File: src/rtl/fsm_modo_libre_param_pkg.sv
// rtl/fsm_modo_libre_param_pkg.sv - shared state encodings and helpers for the free-play note FSM
package fsm_modo_libre_param_pkg;

  // FSM state encodings, kept as plain 2-bit constants for legacy compatibility
  localparam logic [1:0] REPOSO  = 2'd0;
  localparam logic [1:0] ESPERA  = 2'd1;
  localparam logic [1:0] SONANDO = 2'd2;
  localparam logic [1:0] PAUSA   = 2'd3;

  // Keyboard code meaning "no key pressed"
  localparam int TECLA_NINGUNA = 0;

  function automatic int f_max(input int a, input int b);
    return (a > b) ? a : b;
  endfunction

  // Counter width able to hold the largest reload value (cycles-1) of note or gap
  function automatic int f_ancho_cnt(input int ciclos_nota, input int ciclos_pausa);
    int m;
    m = f_max(f_max(ciclos_nota, ciclos_pausa), 2);
    return $clog2(m);
  endfunction

endpackage

File: src/rtl/fsm_modo_libre_param_if.sv
// rtl/fsm_modo_libre_param_if.sv - keyboard/tone-side bus of the free-play note FSM
interface fsm_modo_libre_param_if #(
  parameter int ANCHO_TECLA = 8,
  parameter int ANCHO_NOTA  = 3,
  parameter int ANCHO_NIVEL = 3
);

  logic                   inicio;
  logic                   detener;
  logic [ANCHO_TECLA-1:0] entrada;
  logic [ANCHO_NOTA-1:0]  notaSalida;
  logic                   contar;
  logic                   ocupado;
  logic                   desborde;
  logic [ANCHO_NIVEL-1:0] nivel;

  // Controller side: drives commands and key codes, observes the player
  modport master (
    output inicio,
    output detener,
    output entrada,
    input  notaSalida,
    input  contar,
    input  ocupado,
    input  desborde,
    input  nivel
  );

  // Player side: the FSM itself
  modport slave (
    input  inicio,
    input  detener,
    input  entrada,
    output notaSalida,
    output contar,
    output ocupado,
    output desborde,
    output nivel
  );

endinterface

File: src/rtl/fsm_modo_libre_param_cola.sv
// rtl/fsm_modo_libre_param_cola.sv - synchronous note FIFO with push/pop/flush and occupancy
module cola_notas #(
  parameter int ANCHO = 3,
  parameter int PROF  = 4
) (
  input  logic                        clk,
  input  logic                        reset,
  input  logic                        i_push,
  input  logic                        i_pop,
  input  logic                        i_flush,
  input  logic [ANCHO-1:0]            i_dato,
  output logic [ANCHO-1:0]            o_dato,
  output logic                        o_lleno,
  output logic                        o_vacio,
  output logic [$clog2(PROF):0]       o_nivel
);

  localparam int ANCHO_PTR = $clog2(PROF);

  logic [ANCHO-1:0]     r_mem [PROF];
  logic [ANCHO_PTR-1:0] r_wr;
  logic [ANCHO_PTR-1:0] r_rd;
  logic [ANCHO_PTR:0]   r_nivel;

  logic w_push;
  logic w_pop;

  // A pop frees a slot on the same edge, so a full queue still takes a push then
  assign w_pop   = i_pop && !o_vacio;
  assign w_push  = i_push && (!o_lleno || w_pop);

  assign o_vacio = (r_nivel == '0);
  assign o_lleno = (r_nivel == (ANCHO_PTR+1)'(PROF));
  assign o_nivel = r_nivel;
  assign o_dato  = r_mem[r_rd];

  // Pointer and level bookkeeping; flush empties the queue in one edge
  always_ff @(posedge clk) begin
    if (reset || i_flush) begin
      r_wr    <= '0;
      r_rd    <= '0;
      r_nivel <= '0;
    end else begin
      if (w_push) begin
        r_wr <= r_wr + ANCHO_PTR'(1);
      end
      if (w_pop) begin
        r_rd <= r_rd + ANCHO_PTR'(1);
      end
      case ({w_push, w_pop})
        2'b10:   r_nivel <= r_nivel + (ANCHO_PTR+1)'(1);
        2'b01:   r_nivel <= r_nivel - (ANCHO_PTR+1)'(1);
        default: r_nivel <= r_nivel;
      endcase
    end
  end

  // Storage write; contents need no reset since the level gates every read
  always_ff @(posedge clk) begin
    if (w_push && !i_flush && !reset) begin
      r_mem[r_wr] <= i_dato;
    end
  end

endmodule

File: src/rtl/fsm_modo_libre_param.sv
// rtl/fsm_modo_libre_param.sv - free-play note FSM: key mapping, note queue, timed playback
module fsm_modo_libre_param
  import fsm_modo_libre_param_pkg::*;
#(
  parameter int ANCHO_TECLA  = 8,
  parameter int TECLA_BASE   = 65,
  parameter int NUM_NOTAS    = 8,
  parameter int ANCHO_NOTA   = 3,
  parameter int CICLOS_NOTA  = 50000,
  parameter int CICLOS_PAUSA = 0,
  parameter int PROF_COLA    = 4
) (
  input logic                  clk,
  input logic                  reset,
  fsm_modo_libre_param_if.slave io_bus
);

  localparam int ANCHO_NIVEL = $clog2(PROF_COLA) + 1;
  localparam int ANCHO_CNT   = f_ancho_cnt(CICLOS_NOTA, CICLOS_PAUSA);

  localparam logic [ANCHO_TECLA-1:0] LP_TECLA_MIN = ANCHO_TECLA'(TECLA_BASE);
  localparam logic [ANCHO_TECLA-1:0] LP_TECLA_MAX = ANCHO_TECLA'(TECLA_BASE + NUM_NOTAS - 1);
  localparam logic [ANCHO_CNT-1:0]   LP_CNT_NOTA  = ANCHO_CNT'(CICLOS_NOTA - 1);
  localparam logic [ANCHO_CNT-1:0]   LP_CNT_PAUSA = ANCHO_CNT'((CICLOS_PAUSA > 0) ? CICLOS_PAUSA - 1 : 0);

  logic [1:0]             r_estado;
  logic [ANCHO_TECLA-1:0] r_tecla_prev;
  logic [ANCHO_NOTA-1:0]  r_nota;
  logic                   r_contar;
  logic                   r_desborde;
  logic [ANCHO_CNT-1:0]   r_cnt;

  logic                   w_flanco;
  logic                   w_en_rango;
  logic                   w_push;
  logic                   w_pop;
  logic                   w_fin_cnt;
  logic [ANCHO_NOTA-1:0]  w_indice;
  logic [ANCHO_NOTA-1:0]  w_nota_cola;
  logic                   w_lleno;
  logic                   w_vacio;
  logic [ANCHO_NIVEL-1:0] w_nivel;

  // A key counts once per change of the held code; stop discards any push that edge
  assign w_flanco   = (io_bus.entrada != r_tecla_prev);
  assign w_en_rango = (io_bus.entrada >= LP_TECLA_MIN) && (io_bus.entrada <= LP_TECLA_MAX);
  assign w_indice   = ANCHO_NOTA'(io_bus.entrada - LP_TECLA_MIN);
  assign w_push     = (r_estado != REPOSO) && w_flanco && w_en_rango && !io_bus.detener;
  assign w_fin_cnt  = (r_cnt == '0);

  // Decide whether the next note is taken from the queue this edge
  always_comb begin
    w_pop = 1'b0;
    if (!io_bus.detener) begin
      case (r_estado)
        ESPERA:  w_pop = !w_vacio;
        SONANDO: w_pop = w_fin_cnt && (CICLOS_PAUSA == 0) && !w_vacio;
        PAUSA:   w_pop = w_fin_cnt && !w_vacio;
        default: w_pop = 1'b0;
      endcase
    end
  end

  cola_notas #(
    .ANCHO (ANCHO_NOTA),
    .PROF  (PROF_COLA)
  ) u_cola (
    .clk     (clk),
    .reset   (reset),
    .i_push  (w_push),
    .i_pop   (w_pop),
    .i_flush (io_bus.detener),
    .i_dato  (w_indice),
    .o_dato  (w_nota_cola),
    .o_lleno (w_lleno),
    .o_vacio (w_vacio),
    .o_nivel (w_nivel)
  );

  // Key history for edge detection and the one-cycle overflow pulse
  always_ff @(posedge clk) begin
    if (reset) begin
      r_tecla_prev <= ANCHO_TECLA'(TECLA_NINGUNA);
      r_desborde   <= 1'b0;
    end else begin
      r_tecla_prev <= io_bus.entrada;
      r_desborde   <= w_push && w_lleno && !w_pop;
    end
  end

  // Playback FSM: wait for a queued note, sound it, optional gap, chain the next one
  always_ff @(posedge clk) begin
    if (reset) begin
      r_estado <= REPOSO;
      r_nota   <= '0;
      r_contar <= 1'b0;
      r_cnt    <= '0;
    end else if (io_bus.detener) begin
      r_estado <= REPOSO;
      r_nota   <= '0;
      r_contar <= 1'b0;
      r_cnt    <= '0;
    end else begin
      case (r_estado)
        REPOSO: begin
          if (io_bus.inicio) begin
            r_estado <= ESPERA;
          end
        end
        ESPERA: begin
          if (w_pop) begin
            r_estado <= SONANDO;
            r_nota   <= w_nota_cola;
            r_contar <= 1'b1;
            r_cnt    <= LP_CNT_NOTA;
          end
        end
        SONANDO: begin
          if (!w_fin_cnt) begin
            r_cnt <= r_cnt - ANCHO_CNT'(1);
          end else if (CICLOS_PAUSA > 0) begin
            r_estado <= PAUSA;
            r_contar <= 1'b0;
            r_cnt    <= LP_CNT_PAUSA;
          end else if (w_pop) begin
            r_nota <= w_nota_cola;
            r_cnt  <= LP_CNT_NOTA;
          end else begin
            r_estado <= ESPERA;
            r_contar <= 1'b0;
          end
        end
        PAUSA: begin
          if (!w_fin_cnt) begin
            r_cnt <= r_cnt - ANCHO_CNT'(1);
          end else if (w_pop) begin
            r_estado <= SONANDO;
            r_nota   <= w_nota_cola;
            r_contar <= 1'b1;
            r_cnt    <= LP_CNT_NOTA;
          end else begin
            r_estado <= ESPERA;
          end
        end
        default: begin
          r_estado <= REPOSO;
        end
      endcase
    end
  end

  assign io_bus.notaSalida = r_nota;
  assign io_bus.contar     = r_contar;
  assign io_bus.ocupado    = (r_estado == SONANDO) || (r_estado == PAUSA);
  assign io_bus.desborde   = r_desborde;
  assign io_bus.nivel      = w_nivel;

endmodule

File: src/flat_wrapper.sv
// flat-port wrapper written by rule: the top's interface ports become plain ports
module fsm_modo_libre_param_flat import fsm_modo_libre_param_pkg::*;
#(
  parameter int ANCHO_TECLA  = 8,
  parameter int TECLA_BASE   = 65,
  parameter int NUM_NOTAS    = 8,
  parameter int ANCHO_NOTA   = 3,
  parameter int CICLOS_NOTA  = 50000,
  parameter int CICLOS_PAUSA = 0,
  parameter int PROF_COLA    = 4
)
  (clk, reset, io_bus_inicio, io_bus_detener, io_bus_entrada, io_bus_notaSalida, io_bus_contar, io_bus_ocupado, io_bus_desborde, io_bus_nivel);
  fsm_modo_libre_param_if #(.ANCHO_TECLA(ANCHO_TECLA), .ANCHO_NOTA(ANCHO_NOTA), .ANCHO_NIVEL(3)) io_bus_i ();
  input logic clk;
  input logic reset;
  input wire logic [$bits(io_bus_i.inicio)-1:0] io_bus_inicio;
  input wire logic [$bits(io_bus_i.detener)-1:0] io_bus_detener;
  input wire logic [$bits(io_bus_i.entrada)-1:0] io_bus_entrada;
  output wire logic [$bits(io_bus_i.notaSalida)-1:0] io_bus_notaSalida;
  output wire logic [$bits(io_bus_i.contar)-1:0] io_bus_contar;
  output wire logic [$bits(io_bus_i.ocupado)-1:0] io_bus_ocupado;
  output wire logic [$bits(io_bus_i.desborde)-1:0] io_bus_desborde;
  output wire logic [$bits(io_bus_i.nivel)-1:0] io_bus_nivel;
  assign io_bus_i.inicio = io_bus_inicio;
  assign io_bus_i.detener = io_bus_detener;
  assign io_bus_i.entrada = io_bus_entrada;
  assign io_bus_notaSalida = io_bus_i.notaSalida;
  assign io_bus_contar = io_bus_i.contar;
  assign io_bus_ocupado = io_bus_i.ocupado;
  assign io_bus_desborde = io_bus_i.desborde;
  assign io_bus_nivel = io_bus_i.nivel;
  fsm_modo_libre_param #(.ANCHO_TECLA(ANCHO_TECLA), .TECLA_BASE(TECLA_BASE), .NUM_NOTAS(NUM_NOTAS), .ANCHO_NOTA(ANCHO_NOTA), .CICLOS_NOTA(CICLOS_NOTA), .CICLOS_PAUSA(CICLOS_PAUSA), .PROF_COLA(PROF_COLA)) u_core (.clk(clk), .reset(reset), .io_bus(io_bus_i));
endmodule
File: config.mk
export PLATFORM = sky130hd
export DESIGN_NAME = fsm_modo_libre_param_flat
export DESIGN_NICKNAME = d
export VERILOG_FILES = /design/src/rtl/fsm_modo_libre_param_pkg.sv /design/src/rtl/fsm_modo_libre_param_if.sv /design/src/rtl/fsm_modo_libre_param_cola.sv /design/src/rtl/fsm_modo_libre_param.sv /design/src/flat_wrapper.sv
export SDC_FILE = /design/constraint.sdc
export NUM_CORES = 1
export LEC_CHECK = 0
export CORE_MARGIN = 5
export CORE_UTILIZATION = 40
export DETAILED_ROUTE_END_ITERATION = 10
export MAX_ROUTING_LAYER = met4
export PLACE_DENSITY = 0.67
export SLEW_MARGIN = 30
export SYNTH_ARGS = -nofsm -noshare
export SYNTH_HDL_FRONTEND = slang
export SYNTH_SLANG_ARGS = --single-unit
File: constraint.sdc
create_clock -name clk -period 5.7 [get_ports clk]
set_clock_uncertainty 0.15 [all_clocks]
set_input_delay 0.855 -clock clk [delete_from_list [all_inputs] [get_ports clk]]
set_output_delay 0.855 -clock clk [all_outputs]
set_load 0.03 [all_outputs]
==> insert_results.sql <==
INSERT INTO impl_metrics (metric_group, metric, value, unit) VALUES
('run_status', 'outcome', 'completed', ''),
('logic_synthesis', 'mappedNetlistArea', '2470', 'um2'),
('grt', 'first_global_vias', '1737', ''),
('cts', 'clock_sinks', '52', ''),
('place', 'dp_worst_setup_slack', '1.94', 'ns'),
('cts', 'ctsResizeCount', '0', ''),
('cts', 'h-tree-depth', '2', ''),
('floorplan', 'io_pins', '21', ''),
('cts', 'post_cts_hold_buffer_count', '0', ''),
('place', 'placement.io_buffers', '20', ''),
('cells_and_area', 'final-instance-count-excl-fill', '347', ''),
('timing', 'finalSetupViolations', '0', ''),
('floorplan', 'placementRows', '28', ''),
('floorplan', 'fp.coreArea', '5960', 'um2'),
('timing', 'holdWs', '0.363', 'ns'),
('timing', 'final_hold_viol_count', '0', ''),
('cts', 'cts_post_setup_buffers_inserted', '0', ''),
('setup_path', 'setup.worst_path.class', 'input port to register', ''),
('cells_and_area', 'drive_gt1_share', '9.19', '%'),
('cts', 'clk_root_buffer_cell', 'sky130_fd_sc_hd__clkbuf_8', ''),
('run', 'max-cap-violations', '0', ''),
('grt', 'global_route_usage_sum', '13.7', '%'),
('drt', 'via_count', '1867', ''),
('logic_synthesis', 'number_of_enable_type_register_cells_in_the_synthesized_netlist', '12', ''),
('logic_synthesis', 'post-synth-top-area-fraction', '32.4', '%'),
('cells_and_area', 'antenna_fix_cells', '0', ''),
('hold_path', 'min_path_type', 'register to register', ''),
('grt', 'grt_start_max_net_pins', '26', ''),
('cells_and_area', 'area_added_between_synthesis_and_finish', '15.3', '%'),
('logic_synthesis', 'async_reset_ff_share', '0', '%'),
('place', 'dp_hpwl', '3410', 'um'),
('drt', 'drc_errors', '0', ''),
('drt', 'routed_via_density', '5.38', ''),
('timing', 'tns', '0', 'ns'),
('drt', 'drtPass1Iterations', '4', ''),
('place', 'placed_cells', '339', ''),
('logic_synthesis', 'synthTopCellsByArea', 'sky130_fd_sc_hd__dfxtp_1 (32%), sky130_fd_sc_hd__edfxtp_1 (15%), sky130_fd_sc_hd__nor2_1 (4.1%), sky130_fd_sc_hd__ha_1 (4.0%), sky130_fd_sc_hd__xnor2_1 (3.9%)', ''),
('grt', 'grt-ovfl-total', '0', ''),
('cts', 'clockBufferDepth', '2', ''),
('cts', 'clk-insertion-delay-late', '0.31', 'ns'),
('drt', 'postRouteAntennaNets', '0', ''),
('setup_path', 'cp-end-kind', 'register', ''),
('timing', 'tightest_slew', '0.657', 'ns'),
('logic_synthesis', 'post_synth_most_frequent_cells', 'sky130_fd_sc_hd__dfxtp_1 (40), sky130_fd_sc_hd__nor2_1 (27), sky130_fd_sc_hd__a21oi_1 (17)', ''),
('drt', 'routedWlPerCell', '13.9', 'um'),
('drt', '1st_iter_drt_viols', '59', ''),
('logic_synthesis', 'area_leader_netlist', 'sky130_fd_sc_hd__dfxtp_1', ''),
('logic_synthesis', 'sequential_element_share_of_the_synthesized_area', '46.9', '%'),
('timing', 'max_freq', '292', 'MHz'),
('logic_synthesis', 'mappedNetlistNets', '270', ''),
('setup_path', 'worst_endpoint_required_time', '5.75', 'ns'),
('logic_synthesis', 'postSynthRegisterBits', '52', ''),
('grt', 'first_pass_grt_wire_length', '8140', 'um'),
('floorplan', 'die_height', '88.6', 'um'),
('logic_synthesis', 'most_used_standard_cell_by_instance_count_after_synthesis', 'sky130_fd_sc_hd__dfxtp_1', ''),
('timing', 'timing.final.max_slew_violations', '0', ''),
('floorplan', 'initial_core_util', '41.5', '%'),
('floorplan', 'die_area', '7860', 'um2'),
('timing', 'final_worst_slack', '2.27', 'ns'),
('logic_synthesis', 'synth_area_per_cell', '9.93', 'um2'),
('drt', 'routed_wirelength', '4810', 'um'),
('setup_path', 'critPathLaunchType', 'input port', ''),
('cts', 'clkSlewWorstSetupHoldPaths', '0.10', 'ns'),
('cts', 'tritoncts_clock_tree', 'built', ''),
('logic_synthesis', 'synth-warning-count', '0', ''),
('timing', 'period_share', '60.1', '%'),
('power', 'power.density_cell_area', '223', 'nW/um2'),
('logic_synthesis', 'prevailing_post_synth_register_cell', 'sky130_fd_sc_hd__dfxtp_1', ''),
('place', 'globalplace.congestion', '0.767', ''),
('setup_path', 'cp_data_arrival_time', '3.47', 'ns'),
('power', 'leakagePower', '0.970', 'nW'),
('power', 'vdd_ir_drop_max', '0.000114', 'V'),
('logic_synthesis', 'yosys.cell_types.count', '49', ''),
('timing', 'max-slew-margin-rel', '56.1', '%'),
('setup_path', 'critical_path_peak_fanout', '9', ''),
('grt', 'antenna_violations_before_repair', '0', ''),
('logic_synthesis', 'synthesis.instances', '249', ''),
('timing', 'grt_setup_unrepaired', 'false', ''),
('cells_and_area', 'final_net_count', '292', ''),
('cts', 'cts_buffers', '5', ''),
('floorplan', 'die_w', '88.6', 'um'),
('timing', 'min_period', '3.43', 'ns');
critical path, cell delays in order:
cell	delay (ns)
sky130_fd_sc_hd__clkdlybuf4s50_1	0.47
sky130_fd_sc_hd__inv_1	0.17
sky130_fd_sc_hd__ha_1	0.23
sky130_fd_sc_hd__nor4b_1	0.33
sky130_fd_sc_hd__a2111oi_2	0.10
sky130_fd_sc_hd__o21ai_2	0.17
sky130_fd_sc_hd__nand2_1	0.12
sky130_fd_sc_hd__fa_1	0.38
sky130_fd_sc_hd__nor4_1	0.37
sky130_fd_sc_hd__o21ai_0	0.14
sky130_fd_sc_hd__nor3b_1	0.14
final timing paths:
check | start | endpoint | slack [ns] | cells after the start
worst min-delay path | u_core.io_bus.notaSalida[0] | u_core.io_bus.notaSalida[0] | 0.36 | 2
worst max-delay path | io_bus_entrada[0] | u_core.u_cola.o_nivel[2] | 2.27 | 11
worst min register to register | u_core.io_bus.notaSalida[0] | u_core.io_bus.notaSalida[0] | 0.36 | 2
worst max register to register | u_core.r_cnt[0] | u_core.u_cola.o_nivel[2] | 2.72 | 11
logic make-up after synthesis:
| logic type | Yosys count | synth area share, % |
|---|---|---|
| compound gates | 49 | 13.1 |
| fa+ha+maj | 9 | 4.86 |
| xor+xnor | 13 | 4.60 |
| buf+inv | 22 | 3.39 |
| simple gates | 95 | 21.9 |
| mux | 9 | 5.26 |
| flops | 52 | 46.9 |
cell type report:
class	count	area, um2
fill	593	3100
multi-input combinational	175	1230
sequential	52	1160
timing repair buffer	23	223
tap	75	93.8
clock buffer	5	68.8
inverter	14	52.6
clock inverter	3	25.0
registers in the layout, indices dropped and copies added (netlist names), named ones only:
| signal | count |
|---|---|
| u_core.r_cnt | 16 |
| u_core.u_cola.r_mem | 12 |
| u_core.r_tecla_prev | 8 |
| u_core.io_bus.notaSalida | 3 |
| u_core.u_cola.o_nivel | 3 |
| u_core.r_estado | 2 |
| u_core.u_cola.r_rd | 2 |
| u_core.u_cola.r_wr | 2 |
| u_core.io_bus.contar | 1 |
| u_core.io_bus.desborde | 1 |
metal layers:
| metal | track usage [%] | wire, um | vias up |
|---|---|---|---|
| met2 | 20.4 | 2200 | 28 |
| li1 | - | - | 935 |
| met1 | 18.6 | 2400 | 898 |
| met3 | 2.79 | 140 | 6 |
| met5 | - | 0 | - |
| met4 | 4.53 | 59 | 0 |
power breakdown:
| part | switching [mW] | total, mW | internal (mW) | leakage (nW) |
|---|---|---|---|---|
| clock | 0.135 | 0.225 | 0.0898 | 0.0452 |
| combinational | 0.0147 | 0.0293 | 0.0146 | 0.493 |
| sequential | 0.00164 | 0.382 | 0.381 | 0.432 |
| total | 0.152 | 0.637 | 0.485 | 0.970 |
stage by stage:
stage               util [%]  power, mW  area, um2
floorplan                  -      0.406       2470
detailed placement      46.3      0.420       2760
global route            47.9      0.663       2850
CTS                     47.9      0.644       2850
finish                  47.9      0.637       2850
global placement        46.3      0.420       2760
cell usage in the layout (no fill, tap or decap), types with 9 or more instances in the layout:
master | synthesis | final
sky130_fd_sc_hd__nor2_1 | 27 | 27
sky130_fd_sc_hd__o21ai_0 | 9 | 9
sky130_fd_sc_hd__xnor2_1 | 11 | 11
sky130_fd_sc_hd__a21oi_1 | 17 | 17
sky130_fd_sc_hd__nand2_1 | 13 | 13
sky130_fd_sc_hd__dfxtp_1 | 40 | 40
sky130_fd_sc_hd__edfxtp_1 | 12 | 12
sky130_fd_sc_hd__inv_1 | 14 | 14
sky130_fd_sc_hd__nor3_1 | 11 | 11
sky130_fd_sc_hd__clkdlybuf4s50_1 | 0 | 20
No activity file was read; power rests on OpenSTA's default activity.
